--- src/rtl/center_of_mass_pkg.sv ---
// Shared defaults and FSM state encoding for the centroid engine.
package com_pkg;

  localparam int HWIDTH_DEF    = 11;
  localparam int VWIDTH_DEF    = 10;
  localparam int ACC_WIDTH_DEF = 32;

  typedef enum logic {
    ACCUM,
    DIVIDE
  } state_t;

endpackage

--- src/rtl/center_of_mass_divider.sv ---
// Restoring unsigned divider: one quotient bit per cycle, done pulse when the last bit lands.
module divider
  import com_pkg::*;
#(
  parameter int ACC_WIDTH = ACC_WIDTH_DEF
) (
  input  logic                 clk_in,
  input  logic                 rst_in,
  input  logic [ACC_WIDTH-1:0] dividend_in,
  input  logic [ACC_WIDTH-1:0] divisor_in,
  input  logic                 data_valid_in,
  output logic [ACC_WIDTH-1:0] quotient_out,
  output logic [ACC_WIDTH-1:0] remainder_out,
  output logic                 data_valid_out,
  output logic                 busy_out
);

  localparam int CW = $clog2(ACC_WIDTH + 1);

  logic [ACC_WIDTH-1:0] rem;
  logic [ACC_WIDTH-1:0] quo;
  logic [ACC_WIDTH-1:0] den;
  logic [CW-1:0]        cnt;
  logic                 busy;
  logic                 done;

  logic [ACC_WIDTH:0]   shifted;
  logic [ACC_WIDTH:0]   diff;
  logic                 fits;

  // A zero divisor always "fits", so the quotient naturally comes out all-ones.
  assign shifted = {rem, quo[ACC_WIDTH-1]};
  assign diff    = shifted - {1'b0, den};
  assign fits    = ~diff[ACC_WIDTH];

  always_ff @(posedge clk_in) begin
    // NOTE: sequential state uses non-blocking assignments so every register samples pre-edge values.
    if (rst_in) begin
      rem  <= '0;
      quo  <= '0;
      den  <= '0;
      cnt  <= '0;
      busy <= 1'b0;
      done <= 1'b0;
    end else begin
      done <= 1'b0;
      if (data_valid_in && !busy) begin
        rem  <= '0;
        quo  <= dividend_in;
        den  <= divisor_in;
        cnt  <= CW'(ACC_WIDTH);
        busy <= 1'b1;
      end else if (busy) begin
        quo <= {quo[ACC_WIDTH-2:0], fits};
        rem <= fits ? diff[ACC_WIDTH-1:0] : shifted[ACC_WIDTH-1:0];
        cnt <= cnt - CW'(1);
        if (cnt == CW'(1)) begin
          busy <= 1'b0;
          done <= 1'b1;
        end
      end
    end
  end

  assign quotient_out   = quo;
  assign remainder_out  = rem;
  assign data_valid_out = done;
  assign busy_out       = busy;

endmodule

--- src/rtl/center_of_mass.sv ---
// Frame centroid: accumulates masked pixel sums, divides by pixel count at end of frame.
module center_of_mass
  import com_pkg::*;
#(
  parameter int HWIDTH    = HWIDTH_DEF,
  parameter int VWIDTH    = VWIDTH_DEF,
  parameter int ACC_WIDTH = ACC_WIDTH_DEF
) (
  input  logic              clk_in,
  input  logic              rst_in,
  input  logic [HWIDTH-1:0] x_in,
  input  logic [VWIDTH-1:0] y_in,
  input  logic              valid_in,
  input  logic              tabulate_in,
  output logic [HWIDTH-1:0] x_out,
  output logic [VWIDTH-1:0] y_out,
  output logic              valid_out
);

  state_t state, state_next;

  logic [ACC_WIDTH-1:0] sum_x, sum_y, count;
  logic [ACC_WIDTH-1:0] sum_x_next, sum_y_next, count_next;
  logic [ACC_WIDTH-1:0] dividend_x, dividend_y, divisor;
  logic [ACC_WIDTH-1:0] quo_x, quo_y, rem_x, rem_y;
  logic                 div_start, done_x, done_y, busy_x, busy_y;
  logic                 seen_x, seen_y;
  logic                 start, finish;
  logic                 unused;

  // Sums including the current pixel, so a pixel coincident with tabulate_in joins the snapshot.
  assign sum_x_next = sum_x + (valid_in ? ACC_WIDTH'(x_in) : '0);
  assign sum_y_next = sum_y + (valid_in ? ACC_WIDTH'(y_in) : '0);
  assign count_next = count + ACC_WIDTH'(valid_in);

  always_comb begin
    // NOTE: defaults first so no path leaves a combinational signal unassigned (no latches).
    state_next = state;
    start      = 1'b0;
    finish     = 1'b0;
    case (state)
      ACCUM: begin
        if (tabulate_in && count_next != '0) begin
          state_next = DIVIDE;
          start      = 1'b1;
        end
      end
      DIVIDE: begin
        if (seen_x && seen_y) begin
          state_next = ACCUM;
          finish     = 1'b1;
        end
      end
      default: state_next = ACCUM;
    endcase
  end

  always_ff @(posedge clk_in) begin
    if (rst_in) begin
      state <= ACCUM;
    end else begin
      state <= state_next;
    end
  end

  always_ff @(posedge clk_in) begin
    if (rst_in) begin
      sum_x      <= '0;
      sum_y      <= '0;
      count      <= '0;
      dividend_x <= '0;
      dividend_y <= '0;
      divisor    <= '0;
      div_start  <= 1'b0;
      seen_x     <= 1'b0;
      seen_y     <= 1'b0;
      x_out      <= '0;
      y_out      <= '0;
      valid_out  <= 1'b0;
    end else begin
      // Tabulate always closes the frame, even while a division is running (frame dropped).
      if (tabulate_in) begin
        sum_x <= '0;
        sum_y <= '0;
        count <= '0;
      end else begin
        sum_x <= sum_x_next;
        sum_y <= sum_y_next;
        count <= count_next;
      end

      div_start <= start;
      if (start) begin
        dividend_x <= sum_x_next;
        dividend_y <= sum_y_next;
        divisor    <= count_next;
        seen_x     <= 1'b0;
        seen_y     <= 1'b0;
      end else begin
        if (done_x) seen_x <= 1'b1;
        if (done_y) seen_y <= 1'b1;
      end

      valid_out <= finish;
      if (finish) begin
        x_out <= quo_x[HWIDTH-1:0];
        y_out <= quo_y[VWIDTH-1:0];
      end
    end
  end

  divider #(.ACC_WIDTH(ACC_WIDTH)) u_div_x (
    .clk_in        (clk_in),
    .rst_in        (rst_in),
    .dividend_in   (dividend_x),
    .divisor_in    (divisor),
    .data_valid_in (div_start),
    .quotient_out  (quo_x),
    .remainder_out (rem_x),
    .data_valid_out(done_x),
    .busy_out      (busy_x)
  );

  divider #(.ACC_WIDTH(ACC_WIDTH)) u_div_y (
    .clk_in        (clk_in),
    .rst_in        (rst_in),
    .dividend_in   (dividend_y),
    .divisor_in    (divisor),
    .data_valid_in (div_start),
    .quotient_out  (quo_y),
    .remainder_out (rem_y),
    .data_valid_out(done_y),
    .busy_out      (busy_y)
  );

  assign unused = ^{rem_x, rem_y, busy_x, busy_y,
                    quo_x[ACC_WIDTH-1:HWIDTH], quo_y[ACC_WIDTH-1:VWIDTH]};

endmodule

--- config.mk ---
export PLATFORM = sky130hd
export DESIGN_NAME = center_of_mass
export DESIGN_NICKNAME = d
export VERILOG_FILES = /design/src/rtl/center_of_mass_pkg.sv /design/src/rtl/center_of_mass_divider.sv /design/src/rtl/center_of_mass.sv
export SDC_FILE = /design/constraint.sdc
export NUM_CORES = 1
export LEC_CHECK = 0
export BUFFER_PORTS_ARGS = -buffer_cell sky130_fd_sc_hd__buf_2
export CORE_MARGIN = 4
export CORE_UTILIZATION = 50
export CTS_CLUSTER_SIZE = 24
export DETAILED_ROUTE_END_ITERATION = 10
export PLACE_DENSITY = 0.74
export SLEW_MARGIN = 20
export SYNTH_ARGS = -nofsm -noshare
export SYNTH_HDL_FRONTEND = slang
export SYNTH_SLANG_ARGS = --single-unit
--- constraint.sdc ---
create_clock -name clk_in -period 7.45 [get_ports clk_in]
set_clock_uncertainty 0.05 [all_clocks]
set_input_delay 1.49 -clock clk_in [delete_from_list [all_inputs] [get_ports clk_in]]
set_output_delay 1.49 -clock clk_in [all_outputs]
set_load 0.005 [all_outputs]
Word level (Yosys, flattened, before mapping). Index checks and enable logic that the tools add are counted.

Register bits after elaboration: 426. Logic and storage cells: 82. Output and inout bits: 22.

Bitwise operators: 5. Add/subtract/negate cells: 7. Multiplexer cells: 26. Equal/unequal tests: 2. Reduce and logical (&&, ||, !) cells: 15.

Operator list (count): two-way mux 32 bit (6); subtractor 33 x 32 -> 33 bit (2); adder 32 x 1 -> 32 bit (1); adder 32 x 10 -> 32 bit (1); adder 32 x 11 -> 32 bit (1); nonzero test 32 bit (1); two-way mux 6 bit (4); two-way mux 1 bit (13); equality test 6 x 1 -> 1 bit, second input constant (2); subtractor 6 x 1 -> 6 bit, second input constant (2); two-way mux 11 bit (1); two-way mux 10 bit (1); OR reduction 2 bit (4); OR reduction 3 bit (2); NOT 1 bit (5); logical AND 1 bit (4); nonzero test 2 bit (2); zero test 1 bit (2); case mux 1 bit (2 select lines) (1).

Longest topological paths before layout.
Word-level depth: 6. Gate-level depth with buffers: 15.

Hierarchy. Synthesis repeated with hierarchy kept, for this count alone.

Cells, all modules: 2702. Area, all modules: 21933.5 µm².

Modules (own cells, without submodules): center_of_mass (area an instance 9532.9 µm², cells each 1105, instances 1, seq. area each 4364.2 µm²); divider at u_div_x (area an instance 6204.7 µm², cells each 801, instances 1, seq. area each 2082.0 µm²); divider at u_div_y (area an instance 6195.9 µm², cells each 796, instances 1, seq. area each 2082.0 µm²).

Least setup slack after synthesis. Ideal clock, no wire load.

Path type: input-to-reg. Start: input valid_in. End: register dividend_y[25]. Arrival time: 4088 ps. Setup slack: 3175 ps. Library setup time: 137 ps. Stages: 13. Data required time: 7263 ps. Cells stage by stage: clkbuf_1 > nand2_1 > inv_1 > ha_1 > a21o_1 > a21oi_1 > nor2_1 > or4_1 > a311oi_1 > nor2_1 > nand4_1 > xor2_1 > a211oi_2.

Word-level cells in the longest chain between the ends: 5.

RTL lines: start, declared (RTL line center_of_mass.sv:13) `input logic valid_in,`; adder 32 x 1 -> 32 bit (RTL line center_of_mass.sv:34) `assign count_next = count + ACC_WIDTH'(valid_in);`; nonzero test 32 bit (RTL line center_of_mass.sv:43) `if (tabulate_in && count_next != '0) begin`; logical AND 1 bit (RTL line center_of_mass.sv:43); two-way mux 1 bit (RTL line center_of_mass.sv:43); two-way mux 1 bit (RTL line center_of_mass.sv:41) `case (state)`; end signal, assigned (RTL line center_of_mass.sv:95) `dividend_y <= sum_y_next;`; end, declared (RTL line center_of_mass.sv:24) `logic [ACC_WIDTH-1:0] dividend_x, dividend_y, divisor;`.

Several ways; a longest one is shown, not always the timed one. A chain may end at the register's enable or synchronous reset.

Worst setup path after layout.
Start: input valid_in. End: register divisor[13].

Word-level cells in the longest chain between the ends: 5.

RTL lines: adder 32 x 1 -> 32 bit (*) (RTL line center_of_mass.sv:34); nonzero test 32 bit (RTL line center_of_mass.sv:43); logical AND 1 bit (RTL line center_of_mass.sv:43); two-way mux 1 bit (RTL line center_of_mass.sv:43); two-way mux 1 bit (RTL line center_of_mass.sv:41); end signal, assigned (RTL line center_of_mass.sv:96) `divisor <= count_next;`; end, declared (RTL line center_of_mass.sv:24).

Every way passes the cells marked *; elsewhere a longest branch is shown, timed or not.

==> impl_metrics.yaml <==
critical_path:
  startpoint: "valid_in"
  crit_family: "simple AND/OR/NAND/NOR gates"
  crit_slowest_cell: "o31ai_4"
  crit_arrival_ns: 5.36
  crit_required_ns: 7.90
  path_buf_inv: 2
  critPathCaptureType: "flip-flop"
  critical_path_class: "in2reg"
  crit_chain: "buf_2, ha_1, nand4_4, or3_1, nor4_1, xor2_1, nor4_2, nand4_1, o31ai_4, buf_4, nand2_1, a21oi_1"
  critPathMaxStageDelay_ns: 0.75
  cp-start-kind: "input pin"
  crit_fanout: 23
  r2r-start: "u_div_x.quotient_out[31]"
timing:
  fmax_ghz: 0.2037
  finalCritPeriodShare: 0.6590
  post-route-min-period_ns: 4.910
  finalSetupViolations: 0
  tightest_slew_ns: 1.044
  slew_headroom: 0.2863
  rsz0062_at_grt: "no"
  whs_ns: 0.4028
  hold_viol_final: 0
  slew_viol_final: 0
  setup_tns_ns: 0
min_path:
  hp-start: "y_out[9]"
  hp-class: "reg2reg"
yosys:
  synth_flop_cell: "dfxtp_1"
  syn_avg_cell_area_um2: 8.179
  synth-seq-area-share: 0.3945
  synth.distinct_cells: 75
  yosysWarnings: 0
  syn_area_um2: 21620
  syn-num-nets: 2763
  synth_cells: 2643
  synth_enable_flop_cells: 0
  synth-seq-cells: 426
  synthArstFlopShare: 0
cts:
  postCtsHoldBufs: 0
  cts_made_buffers: 44
  clock_sinks: 426
  cts_resized: 0
  clock-root-buffer: "clkbuf_16"
  clockBufferDepth: 3
  ctsHtreeMaxLevel: 2
  cts_tree: "yes"
  clk_pin_slew_worst_paths_ns: 0.06
  clk_latency_ns: 0.59
  cts_setup_buffers: 0
cells_and_area:
  fill_cells: 3834
  final_util: 0.5588
  drive_gt1_frac: 0.08121
  syn_to_final_growth_pct: 9.394
  fin_nets: 2720
  n_antenna_cell: 0
detailed_routing:
  wl_um: 50380
  vias: 18020
  ant_nets: 0
  first_pass_iters: 6
  drtIter0Drc: 1309
  drc: 0
  vias_per_cell: 5.611
  drt-wirelength-per-cell_um: 15.69
run_status:
  outcome: "complete, no violations"
power:
  powerDensity_nw_per_um2: 265.7
  p_leak_nw: 8.813
  vdd_ir_drop_max_mv: 0.1651
job:
  cap_violations: 0
floorplanning:
  ios: 47
  rows: 75
  die_h_um: 215.9
  die_w_um: 215.9
  dieArea_um2: 46620
  start_util: 0.5108
  coreArea_um2: 42320
global_route:
  grt_usage: 0.2119
  grt_pass1_vias: 17320
  antenna_found_initial: 1
  grt_pass1_wl_um: 84780
  grt.overflow.total: 0
  grt_max_degree: 106
place:
  dp_hpwl_um: 34410
  portBuffers: 46
  gp_congestion: 0.9173
path summary, 6_finish.rpt:
check | slack [ns] | depth (start not counted) | to
worst max-delay path | 2.54 | 12 | divisor[13]
worst min-delay path | 0.40 | 2 | y_out[9]
worst max register to register | 3.38 | 14 | u_div_x.remainder_out[2]
worst min register to register | 0.40 | 2 | y_out[9]
cells by family (layout without fill, tap and decap cells):
| family | Yosys count | after routing | synth area share |
|---|---|---|---|
| AND/OR/NAND/NOR | 1002 | 1002 | 0.2059 |
| buffers and inverters | 254 | 246 | 0.04845 |
| flip-flops | 426 | 426 | 0.3945 |
| XOR/XNOR | 144 | 144 | 0.05904 |
| adder cells (fa/ha/maj) | 95 | 95 | 0.05638 |
| multiplexers | 103 | 103 | 0.04787 |
| AO/OA/AOI/OAI | 619 | 619 | 0.1879 |
synth_stat cells (all sizes together), types with 22 or more instances:
cell type,number,area share
ha,91,0.053
a21oi,278,0.064
a21o,36,0.013
o21ai,69,0.016
a211oi,111,0.049
buf,41,0.011
and2,55,0.016
xnor2,96,0.039
nor3,51,0.013
inv,101,0.018
nand4,28,0.0088
nand2,334,0.058
nand3,46,0.011
dfxtp,426,0.39
nor2,380,0.066
nand2b,22,0.0064
xor2,48,0.020
clkbuf,112,0.019
mux2i,100,0.046
through the flow:
step	setup slack [ns]	power [mW]	cell area [µm²]	instances
floorplan	3.175	3.701	21620	2643
global placement	2.140	3.961	22090	3131
detailed placement	1.979	3.997	22090	3131
CTS	2.580	6.320	23630	3212
global route	2.254	6.596	23650	3212
finish	2.540	6.284	23650	3212
worst register-to-register path, stage by stage, from the launching register on:
cell and delay, ns:
dfxtp_1 0.32, inv_1 0.07, ha_1 0.17, inv_1 0.06, fa_1 0.43, a211oi_1 0.29, o21ai_1 0.20, o2111ai_1 0.51
a211oi_1 0.18, nor3_2 0.45, xnor2_2 0.32, buf_4 0.33, mux2_2 0.36, a21oi_1 0.14, nor2_1 0.05
power by group:
| part | internal [mW] | switching, mW | leakage, nW |
|---|---|---|---|
| clock | 1.36 | 0.955 | 0.746 |
| sequential | 2.37 | 0.0856 | 3.45 |
| combinational | 0.616 | 0.901 | 4.61 |
| total | 4.34 | 1.94 | 8.81 |
cell usage in the layout, fill, tap and decap left out, types with 6 or more instances in the layout:
cell type  instances
nand2_1          334
a311oi_1           9
a31oi_1           15
o21ai_0           68
a211oi_1          68
nor4_1            13
clkbuf_8          10
a21oi_1          278
a211oi_2          43
ha_1              91
nand4_1           27
nor3b_1            7
inv_1            101
o211ai_1          18
clkbuf_1           6
a21o_1            36
a21boi_0           6
nor2b_1           15
and3_1            17
nor2_1           377
clkinv_2           7
or3_1             12
xor2_1            47
o21a_1            20
buf_2             45
nand2b_1          21
nand3_1           46
nor3_1            47
dfxtp_1          423
buf_4             18
and2_1            55
xnor2_1           95
clkbuf_16         45
mux2i_1          100
area by class of cell:
class | count | area, µm² | area share
clock buffers | 61 | 1286 | 0.05439
clock inverters | 20 | 250.2 | 0.01058
inverters | 101 | 379.1 | 0.01603
multi-input cells | 1963 | 12100 | 0.5115
flip-flops and latches | 426 | 8539 | 0.3611
well taps | 577 | 721.9 | 0.03053
repair buffers | 64 | 375.4 | 0.01587
metal layers:
layer / part of all wire / routed length (µm) / global-route usage
met1: 0.47 / 23600 / 0.2865
met2: 0.46 / 23000 / 0.3494
met3: 0.048 / 2417 / 0.03122
met4: 0.027 / 1349 / 0.06998
met5: 0.00026 / 13 / 0
(Power assumes the default switching activity.)
